<file path="src/rtl/gc_event_rx.sv">
// gc_event_rx: Gray-count CDC receiver turning remote count advances into a handshaked event backlog (GC_EVENT_RX_GCCHK_EN adds Gray integrity checking)
module gc_event_rx #(
   parameter int CNTR_WIDTH    = 3,
   parameter int SYNC_STAGES   = 2,
   parameter int BACKLOG_WIDTH = 8
) (
   input  logic                     clk_out,
   input  logic                     resetn,
   input  logic [CNTR_WIDTH-1:0]    gc_in,
   output logic                     dout,
   input  logic                     dout_ready,
   output logic [BACKLOG_WIDTH-1:0] backlog,
   output logic                     overflow,
   output logic                     gc_err,
   input  logic                     err_clr
);
   typedef enum logic {ALIGN, RUN} state_t;
   localparam int AW = $clog2(SYNC_STAGES + 1);
   state_t state, state_nxt;
   logic [AW-1:0] align_cnt;
   logic [SYNC_STAGES-1:0][CNTR_WIDTH-1:0] sync_q;
   logic [CNTR_WIDTH-1:0] g_s, bin, bin_prev, delta;
   logic gc_bad, acc;
   logic [BACKLOG_WIDTH:0] sum;

   assign g_s = sync_q[SYNC_STAGES-1];

   always_comb begin
      bin = '0;
      for (int i = 0; i < CNTR_WIDTH; i++) bin[i] = ^(g_s >> i);
   end

   always_ff @(posedge clk_out or negedge resetn)
      if (!resetn) begin
         state     <= ALIGN;
         align_cnt <= AW'(SYNC_STAGES);
      end else begin
         state <= state_nxt;
         if (state == ALIGN && align_cnt != '0) align_cnt <= align_cnt - AW'(1);
      end

   always_comb state_nxt = (state == ALIGN && align_cnt == '0) ? RUN : state;

`ifdef GC_EVENT_RX_GCCHK_EN
   logic [CNTR_WIDTH-1:0] g_s_prev, g_x;
   assign g_x    = g_s ^ g_s_prev;
   // more than one set bit <=> clearing the lowest set bit leaves something
   assign gc_bad = (state == RUN) && ((g_x & (g_x - CNTR_WIDTH'(1))) != '0);
   always_ff @(posedge clk_out or negedge resetn)
      if (!resetn) begin
         g_s_prev <= '0;
         gc_err   <= 1'b0;
      end else begin
         g_s_prev <= g_s;
         gc_err   <= gc_bad | (gc_err & ~err_clr);
      end
`else
   assign gc_bad = 1'b0;
   assign gc_err = 1'b0;
`endif

   assign delta = (state == RUN && !gc_bad) ? bin - bin_prev : '0;
   assign dout  = backlog != '0;
   assign acc   = dout && dout_ready;
   assign sum   = {1'b0, backlog} + (BACKLOG_WIDTH+1)'(delta) - (BACKLOG_WIDTH+1)'(acc);

   always_ff @(posedge clk_out or negedge resetn)
      if (!resetn) begin
         sync_q   <= '0;
         bin_prev <= '0;
         backlog  <= '0;
         overflow <= 1'b0;
      end else begin
         sync_q   <= {sync_q[SYNC_STAGES-2:0], gc_in};
         bin_prev <= bin;
         backlog  <= sum[BACKLOG_WIDTH] ? '1 : sum[BACKLOG_WIDTH-1:0];
         overflow <= sum[BACKLOG_WIDTH] | (overflow & ~err_clr);
      end
endmodule

</file>
<file path="config.mk">
export PLATFORM = sky130hd
export DESIGN_NAME = gc_event_rx
export DESIGN_NICKNAME = d
export VERILOG_FILES = /design/src/rtl/gc_event_rx.sv
export SDC_FILE = /design/constraint.sdc
export NUM_CORES = 1
export LEC_CHECK = 0
export CAP_MARGIN = 30
export CELL_PAD_IN_SITES_DETAIL_PLACEMENT = 1
export CELL_PAD_IN_SITES_GLOBAL_PLACEMENT = 2
export CORE_AREA = 4 4 87 48
export CTS_CLUSTER_SIZE = 40
export DETAILED_ROUTE_END_ITERATION = 10
export DIE_AREA = 0 0 91 52
export GPL_ROUTABILITY_DRIVEN = 0
export PLACE_DENSITY_LB_ADDON = 0.15
export SYNTH_ARGS = -nofsm -noshare
export SYNTH_HDL_FRONTEND = slang
export SYNTH_SLANG_ARGS = --single-unit
export TNS_END_PERCENT = 30
</file>
<file path="constraint.sdc">
create_clock -name clk_out -period 10.26 [get_ports clk_out]
set_clock_uncertainty 0.05 [all_clocks]
set_input_delay 2.052 -clock clk_out [delete_from_list [all_inputs] [get_ports clk_out]]
set_output_delay 2.052 -clock clk_out [all_outputs]
set_load 0.005 [all_outputs]
</file>
==> impl_metrics.csv, run 1 <==
group,metric,value,unit
run_status,status,"finished clean",
clock_network,cts.htree.levels,1,
final_layout,n_antenna_cell,0,
synth,synth_flop_cell,"dfrtp_1",
worst_setup_path,crit_slowest_cell,"fa_1",
placement,place_inst,172,
detailed_routing,wl,2499,um
timing,min_period_over_period,42.89,%
clock_network,cts_tree,"done",
timing,fin_crit,4.401,ns
floorplanning,start_util,36.74,%
synth,postSynthAreaPerCell,10.79,sq um
clock_network,holdBufCountCts,0,
floorplanning,rows,15,
final_layout,final_nets,159,
worst_setup_path,crit_type,"input pin to flop",
worst_setup_path,cp_data_arrival_time,4.51,ns
global_routing,grt-busiest-layer,"met2",
synth,ys_ff_latch,21,
worst_setup_path,path_max_fanout,8,
worst_setup_path,max_stage_delay,0.44,ns
floorplanning,coreArea,0.003378,sq mm
worst_setup_path,crit_chain,"clkdlybuf4s50_1 > and2_1 > ha_1 > inv_1 > ha_1 > fa_1 > a21oi_2 > nand4bb_4 > a2111o_1 > nand3_2 > or2_1",
worst_setup_path,worstSetupStartpointType,"input pin",
global_routing,use_met1,15.39,%
synth,netlist_instances,115,
floorplanning,dieArea,0.004732,sq mm
detailed_routing,avgRoutedWirePerCell,14.20,um
timing,rsz0062_at_grt,"no",
placement,place_ws,5.574,ns
synth,syn_area,0.001241,sq mm
global_routing,grt_pass1_vias,895,
job,max_cap_violations,0,
synth,ys_async_sr_fraction,100.0,%
detailed_routing,drcViolationCount,0,
placement,io_buffers,16,
final_layout,drive_gt1_share,9.701,%
final_layout,instances_no_fill,176,
detailed_routing,drt_iter0_markers,21,
placement,post-dp-hpwl,2067,um
floorplanning,die_y,52,um
worst_setup_path,path_common_cell,"ha_1",
final_layout,n_fill_cell,377,
detailed_routing,ant_nets,0,
global_routing,grt_max_degree,16,
timing,clock.fmax,227.2,MHz
global_routing,antenna_found_initial,0,
detailed_routing,vias,829,
global_routing,met3_usage,3.902,%
floorplanning,die_w,91,um
clock_network,path_clk_slew,0.08,ns
synth,synth_edf_count,0,
clock_network,post_cts_resized,0,
worst_hold_path,min_path_type,"flop to flop",
synth,yosysUniqueCellTypes,32,
power_and_ir_drop,p_leak,0.7191,nW
timing,slew_viol_final,0,
floorplanning,ios,18,
power_and_ir_drop,p_total,0.4987,mW
power_and_ir_drop,ir_worst_vdd,83.16,uV
global_routing,track_usage,12.46,%
power_and_ir_drop,p_per_area,328.3,mW/mm^2
clock_network,clk_latency,0.26,ns
timing,finalSetupTns,0,ns
final_layout,area_growth,22.38,%
clock_network,cts_setup_buffers,0,
synth,yosysWarningCount,0,
clock_network,cts_buffer_depth,2,
global_routing,grt_pass1_wl,4519,um
synth,syn_nets,139,
worst_setup_path,crit_required,10.37,ns
detailed_routing,dr.pass1.iters,4,
detailed_routing,viasPerCell,4.710,
clock_network,cts_root_buffer,"clkbuf_8",
global_routing,overflow,0,
clock_network,numCtsBuffers,3,
clock_network,clock_sinks,21,
global_routing,met2_usage,22.29,%
worst_setup_path,critPathCaptureType,"flop",
timing,worst_slack,5.859,ns
timing,final_hold_viol_count,0,
synth,ys_seq_area_share,42.44,%
timing,setup_violations,0,
-- registers in the layout, indices dropped and copies added (netlist names) --
signal,flops
overflow,1
align_cnt,2
sync_q,3
state,1
g_s,3
bin_prev,3
backlog,8
-- logic make-up (layout without fill, tap and decap cells) --
family | count (synthesis) | after routing | synth area share [%]
compound gates | 19 | 19 | 11.09
xor+xnor | 10 | 10 | 7.057
fa+ha+maj | 17 | 17 | 18.35
buf+inv | 24 | 43 | 7.560
flops | 21 | 21 | 42.44
mux | 1 | 1 | 0.8065
other cells | 1 | 1 | 0.3021
simple gates | 22 | 22 | 12.40
-- routing by layer --
layer  routed length [um]  vias to the layer above
li1                     -                      412
met1                 1213                      405
met2                 1195                       10
met3                   77                        2
met4                   13                        0
met5                    0                        -
-- synthesized netlist by cell type, types with 2 or more instances --
library cell / number / area (sq um)
nand2b_1: 6 / 37.54
or2_1: 2 / 12.51
a21o_1: 2 / 15.01
fa_1: 2 / 40.04
ha_1: 15 / 187.7
xor2_1: 2 / 17.52
nor2_1: 2 / 7.510
a211oi_1: 2 / 15.01
a21oi_1: 4 / 20.02
o21bai_1: 3 / 22.52
a2111o_1: 2 / 22.52
inv_1: 22 / 82.58
nand2_1: 3 / 11.26
o21ai_0: 2 / 10.01
nand4_1: 2 / 12.51
dfrtp_1: 20 / 500.5
xnor2_1: 8 / 70.07
a21oi_2: 2 / 17.52
-- worst max-delay path, delay by kind of cell --
kind,cells,cell delay (ns)
buf+inv,2,0.43
simple gates,4,0.75
compound gates,2,0.36
fa+ha+maj,3,0.93
-- per-stage QoR --
stage | cell area [sq um] | util (%) | hold WS (ns)
global route | 1519 | 44.96 | 0.3347
detailed placement | 1470 | 43.52 | 0.2870
floorplan | 1241 | - | 0.2812
finish | 1519 | 44.96 | 0.3086
global placement | 1443 | 42.70 | 0.2813
CTS | 1519 | 44.96 | 0.3131
-- cell usage in the layout (no fill, tap or decap), types with 3 or more instances in the layout --
cell | netlist | final
inv_1 | 22 | 22
nand2b_1 | 6 | 6
dfrtp_1 | 20 | 20
nand2_1 | 3 | 3
clkdlybuf4s50_1 | 0 | 16
xnor2_1 | 8 | 8
a21oi_1 | 4 | 4
o21bai_1 | 3 | 3
ha_1 | 15 | 15
clkbuf_8 | 0 | 3
-- power by group --
| part | switching, mW | internal [mW] |
|---|---|---|
| Clock | 0.0293 | 0.0274 |
| Sequential | 0.0138 | 0.104 |
| Combinational | 0.162 | 0.162 |
-- final cells by class --
type / instances / area (sq um) / share of cell area (%)
repair buffers: 17 / 187.7 / 12.36
clock buffers: 3 / 41.29 / 2.718
clock inverters: 1 / 7.507 / 0.4942
multi-input cells: 70 / 620.6 / 40.86
well taps: 42 / 52.55 / 3.460
flip-flops and latches: 21 / 526.8 / 34.68
inverters: 22 / 82.58 / 5.437
-- final timing paths --
kind                            slack, ns                       end                start  cells after the start
worst max-delay path                 5.86      backlog[0]$_DFF_PN0_           dout_ready                     11
worst min-delay path                 0.31          g_s[0]$_DFF_PN0_  sync_q[0]$_DFF_PN0_                      0
worst max register to register       6.53      backlog[3]$_DFF_PN0_     g_s[2]$_DFF_PN0_                     15
worst min register to register       0.31          g_s[0]$_DFF_PN0_  sync_q[0]$_DFF_PN0_                      0
max in group asynchronous            7.65  align_cnt[1]$_DFFE_PN1P_               resetn                      2
min in group asynchronous            2.02       sync_q[2]$_DFF_PN0_               resetn                      1
(Power assumes the default switching activity.)
==> run 2: changes to the inputs <==
Settings changed: CORE_AREA 4 4 87 48 to 4 4 91 50, DIE_AREA 0 0 91 52 to 0 0 95 54.
Clock period 10.26 ns to 4.6 ns, I/O delays scaled along.
==> run 2 against run 1 <==
Flip-flop and latch count did not move. Die area increased by 8.4%. Critical path depth is 4 higher. Clock-buffer cell count stayed put. Sequential power is 120% higher. Non-clock buffer count did not move. Critical path type is now flop to flop.
==> impl_metrics.csv, run 2 (synthesis gave the netlist of run 1 again) <==
group,metric,value,unit
timing,rsz0062_at_grt,"no",
detailed_routing,dr.pass1.iters,4,
worst_setup_path,startpoint,"g_s[2]$_DFF_PN0_",
worst_hold_path,min_path_type,"flop to flop",
clock_network,cts_root_buffer,"clkbuf_8",
global_routing,overflow,0,
worst_hold_path,worstHoldStart,"sync_q[0]$_DFF_PN0_",
worst_setup_path,r2r-start,"g_s[2]$_DFF_PN0_",
clock_network,cts_buffer_depth,2,
clock_network,post_cts_resized,0,
worst_setup_path,r2r_cells,15,
floorplanning,ios,18,
global_routing,grt_pass1_wl,4429,um
detailed_routing,wl,2696,um
power_and_ir_drop,p_leak,0.7191,nW
worst_setup_path,crit_type,"flop to flop",
worst_setup_path,crit_required,4.75,ns
final_layout,final_nets,159,
clock_network,clock_sinks,21,
worst_setup_path,critPathCaptureType,"flop",
floorplanning,rows,16,
final_layout,n_antenna_cell,0,
worst_hold_path,holdPathStages,0,
power_and_ir_drop,p_per_area,732.0,mW/mm^2
power_and_ir_drop,ir_worst_vdd,265.2,uV
final_layout,drive_gt1_share,9.701,%
detailed_routing,viasPerCell,4.367,
global_routing,grt_pass1_vias,882,
timing,setup_violations,0,
floorplanning,dieArea,0.005130,sq mm
placement,post-dp-hpwl,2234,um
clock_network,cts.htree.levels,1,
final_layout,top_register,"backlog",
floorplanning,die_y,54,um
detailed_routing,ant_nets,0,
detailed_routing,drcViolationCount,0,
global_routing,antenna_found_initial,0,
final_layout,area_growth,23.59,%
detailed_routing,avgRoutedWirePerCell,14.34,um
floorplanning,start_util,32.98,%
worst_setup_path,cp_data_arrival_time,3.90,ns
final_layout,mostFrequentLayoutCells,"inv_1, dfrtp_1, clkdlybuf4s50_1",
worst_setup_path,path_max_fanout,8,
clock_network,holdBufCountCts,0,
run_status,status,"finished clean",
clock_network,path_clk_slew,0.08,ns
detailed_routing,vias,821,
global_routing,grt_max_degree,22,
placement,io_buffers,16,
timing,clock.fmax,266.5,MHz
timing,finalSetupTns,0,ns
timing,slew_viol_final,0,
final_layout,final_common_cell,"inv_1",
timing,fin_crit,3.752,ns
final_layout,largest_reg_flops,8,
clock_network,clk_latency,0.26,ns
detailed_routing,drt_iter0_markers,14,
clock_network,cts_tree,"done",
clock_network,cts_setup_buffers,0,
floorplanning,coreArea,0.003764,sq mm
timing,final_hold_viol_count,0,
worst_setup_path,worstSetupStartpointType,"flop",
job,max_cap_violations,0,
final_layout,n_fill_cell,443,
timing,min_period_over_period,81.56,%
power_and_ir_drop,p_total,1.123,mW
floorplanning,die_w,95,um
global_routing,track_usage,11.91,%
clock_network,numCtsBuffers,3,
==> run 2: cell counts in the layout (fill, tap and decap cells not counted) <==
Identical to the previous run, type by type.
==> run 2: final timing paths <==
kind / slack, ns / end
max: 0.85 / backlog[6]$_DFF_PN0_
max in group asynchronous: 3.14 / align_cnt[1]$_DFFE_PN1P_
min: 0.31 / g_s[0]$_DFF_PN0_
max reg2reg: 0.85 / backlog[6]$_DFF_PN0_
min reg2reg: 0.31 / g_s[0]$_DFF_PN0_
min in group asynchronous: 0.88 / align_cnt[0]$_DFFE_PN0P_
==> run 2: power by group <==
part / leakage, nW / switching [mW] / internal, mW / total (mW)
registers: 0.231 / 0.0322 / 0.233 / 0.265
logic: 0.466 / 0.373 / 0.359 / 0.732
clock network: 0.0217 / 0.0645 / 0.0612 / 0.126
==> run 2: final cells by class <==
| type | count | area, sq um | area share, % |
|---|---|---|---|
| clock buffer | 3 | 41.29 | 2.692 |
| clock inverter | 1 | 7.507 | 0.4894 |
| inverter | 22 | 82.58 | 5.383 |
| multi-input combinational | 70 | 620.6 | 40.46 |
| sequential | 21 | 526.8 | 34.34 |
| tap | 54 | 67.56 | 4.405 |
| timing repair buffer | 17 | 187.7 | 12.23 |
==> run 2: worst max-delay path, stage by stage, from the launching register on <==
cell and delay, ns:
dfrtp_1 0.42, xor2_1 0.26, xnor2_1 0.13, ha_1 0.23
fa_1 0.40, xnor2_1 0.19, xnor2_1 0.14, nand2_1 0.07
ha_1 0.28, inv_1 0.04, ha_1 0.34, a21oi_2 0.09
nand4bb_4 0.24, a2111o_1 0.46, nand3_2 0.16, nand2b_1 0.16
==> run 2: routing by layer <==
layer	share of wire, %	routed length [um]	global-route usage [%]
met2	43	1151	18.67
met5	0	0	0
met1	53	1433	16.85
met4	0.37	10	1.435
met3	3.7	100	3.352
==> run 2: stage by stage <==
step | std cells | area [sq um] | hold slack [ns] | utilization (%) | setup WS, ns
floorplan | 115 | 1241 | 0.2812 | - | 1.249
global placement | 183 | 1458 | 0.2820 | 38.73 | 0.9781
detailed placement | 183 | 1458 | 0.2879 | 38.73 | 0.8057
CTS | 187 | 1506 | 0.3082 | 40.03 | 0.7674
global route | 188 | 1534 | 0.3162 | 40.76 | 0.5067
finish | 188 | 1534 | 0.3054 | 40.76 | 0.8481
==> run 3: changes to the inputs <==
Clock period 4.6 ns to 3.7 ns, I/O delays scaled along.
==> run 3 against run 2 <==
Core utilization increased by 2.0 points. Register-to-register slack got worse by 0.70 ns. Final area increased by 4.9%. Cell count increased by 1.1%. Non-clock buffer count increased by 2.
==> impl_metrics.csv, run 3 (synthesis gave the netlist of run 1 again) <==
group,metric,value,unit
worst_setup_path,crit_required,3.85,ns
timing,setup_violations,0,
worst_hold_path,min_path_type,"flop to flop",
timing,final_hold_viol_count,0,
global_routing,overflow,0,
timing,finalSetupTns,0,ns
power_and_ir_drop,p_per_area,926.1,mW/mm^2
clock_network,clk_latency,0.26,ns
floorplanning,start_util,32.98,%
worst_setup_path,path_buf_inv,1,
worst_setup_path,crit_slowest_cell,"a2111o_1",
worst_setup_path,worstSetupStartpointType,"flop",
floorplanning,die_w,95,um
power_and_ir_drop,ir_worst_vdd,290.4,uV
placement,place_ws,0.07380,ns
clock_network,clock_sinks,21,
clock_network,cts_tree,"done",
global_routing,grt_pass1_vias,874,
final_layout,n_antenna_cell,0,
clock_network,cts_buffer_depth,2,
global_routing,track_usage,11.27,%
clock_network,cts.htree.levels,1,
global_routing,grt_max_degree,22,
run_status,status,"finished clean",
final_layout,top_register,"backlog",
global_routing,grt_pass1_wl,4312,um
timing,fin_crit,3.549,ns
timing,hold_slack,0.3073,ns
clock_network,holdBufCountCts,0,
timing,worst_slack,0.1508,ns
worst_setup_path,r2r-start,"g_s[2]$_DFF_PN0_",
detailed_routing,drcViolationCount,0,
timing,clock.fmax,281.8,MHz
final_layout,final_nets,161,
worst_setup_path,crit_type,"flop to flop",
worst_setup_path,max_stage_delay,0.48,ns
worst_setup_path,crit_chain,"xor2_2 > xnor2_1 > ha_2 > fa_2 > xnor2_2 > xnor2_2 > nand2_1 > ha_1 > inv_1 > ha_4 > a21oi_2 > nand4bb_4 > a2111o_1 > nand3_4 > o21bai_4",
worst_setup_path,path_max_fanout,8,
clock_network,numCtsBuffers,3,
final_layout,mostFrequentLayoutCells,"inv_1, dfrtp_1, clkdlybuf4s50_1",
global_routing,antenna_found_initial,0,
final_layout,area_growth,29.64,%
detailed_routing,viasPerCell,4.326,
detailed_routing,wl,2683,um
floorplanning,die_y,54,um
placement,io_buffers,16,
detailed_routing,ant_nets,0,
timing,min_period_over_period,95.92,%
worst_setup_path,cp_data_arrival_time,3.69,ns
floorplanning,rows,16,
worst_setup_path,startpoint,"g_s[2]$_DFF_PN0_",
floorplanning,ios,18,
worst_hold_path,worstHoldStart,"sync_q[0]$_DFF_PN0_",
clock_network,path_clk_slew,0.08,ns
power_and_ir_drop,p_total,1.490,mW
placement,post-dp-hpwl,2000,um
floorplanning,coreArea,0.003764,sq mm
power_and_ir_drop,p_leak,0.7396,nW
detailed_routing,vias,822,
job,max_cap_violations,0,
floorplanning,dieArea,0.005130,sq mm
detailed_routing,avgRoutedWirePerCell,14.12,um
final_layout,final_common_cell,"inv_1",
detailed_routing,drt_iter0_markers,21,
detailed_routing,dr.pass1.iters,4,
worst_setup_path,path_common_cell,"xnor2_2",
clock_network,cts_root_buffer,"clkbuf_8",
worst_setup_path,critPathCaptureType,"flop",
final_layout,largest_reg_flops,8,
timing,slew_viol_final,0,
final_layout,drive_gt1_share,16.91,%
worst_setup_path,crit_family,"adder cells",
## run 3: path summary, 6_finish.rpt
| path | to | slack, ns | cells past startpoint |
|---|---|---|---|
| min reg2reg | g_s[0]$_DFF_PN0_ | 0.31 | 0 |
| max in group asynchronous | g_s[2]$_DFF_PN0_ | 2.54 | 2 |
| min in group asynchronous | align_cnt[0]$_DFFE_PN0P_ | 0.66 | 1 |
| max | backlog[3]$_DFF_PN0_ | 0.15 | 15 |
| max reg2reg | backlog[3]$_DFF_PN0_ | 0.15 | 15 |
| min | g_s[0]$_DFF_PN0_ | 0.31 | 0 |
## run 3: stage by stage
stage	area (sq um)	util (%)	std cells
floorplan	1241	-	115
global route	1609	42.75	190
CTS	1529	40.63	188
finish	1609	42.75	190
global placement	1465	38.93	184
detailed placement	1465	38.93	184
## run 3: routing by layer
layer	vias up	global-route usage [%]	routed length, um
met3	0	3.631	118
li1	416	-	-
met2	16	16.45	1116
met4	0	1.435	0
met5	-	0	0
met1	390	16.54	1448
## run 3: what timing repair did
item,4_1_cts,5_1_grt
setup buffers,0,1
pin swaps,1,4
cloned,0,0
gates resized for setup,2,7
endpoints found under the hold margin,0,0
setup endpoints to repair,1,8
## run 3: layout make-up
cell class              instances  area (sq um)
clock buffers                   3         41.29
clock inverters                 1         7.507
fillers                       434          2155
inverters                      22         82.58
multi-input cells              70         679.4
flip-flops and latches         21         528.0
well taps                      54         67.56
repair buffers                 19         202.7
## run 3: power breakdown
group | internal [mW] | total, mW | switching (mW)
Sequential | 0.289 | 0.331 | 0.0418
Clock | 0.0760 | 0.155 | 0.0793
Combinational | 0.506 | 1.00 | 0.498
Total | 0.871 | 1.49 | 0.619
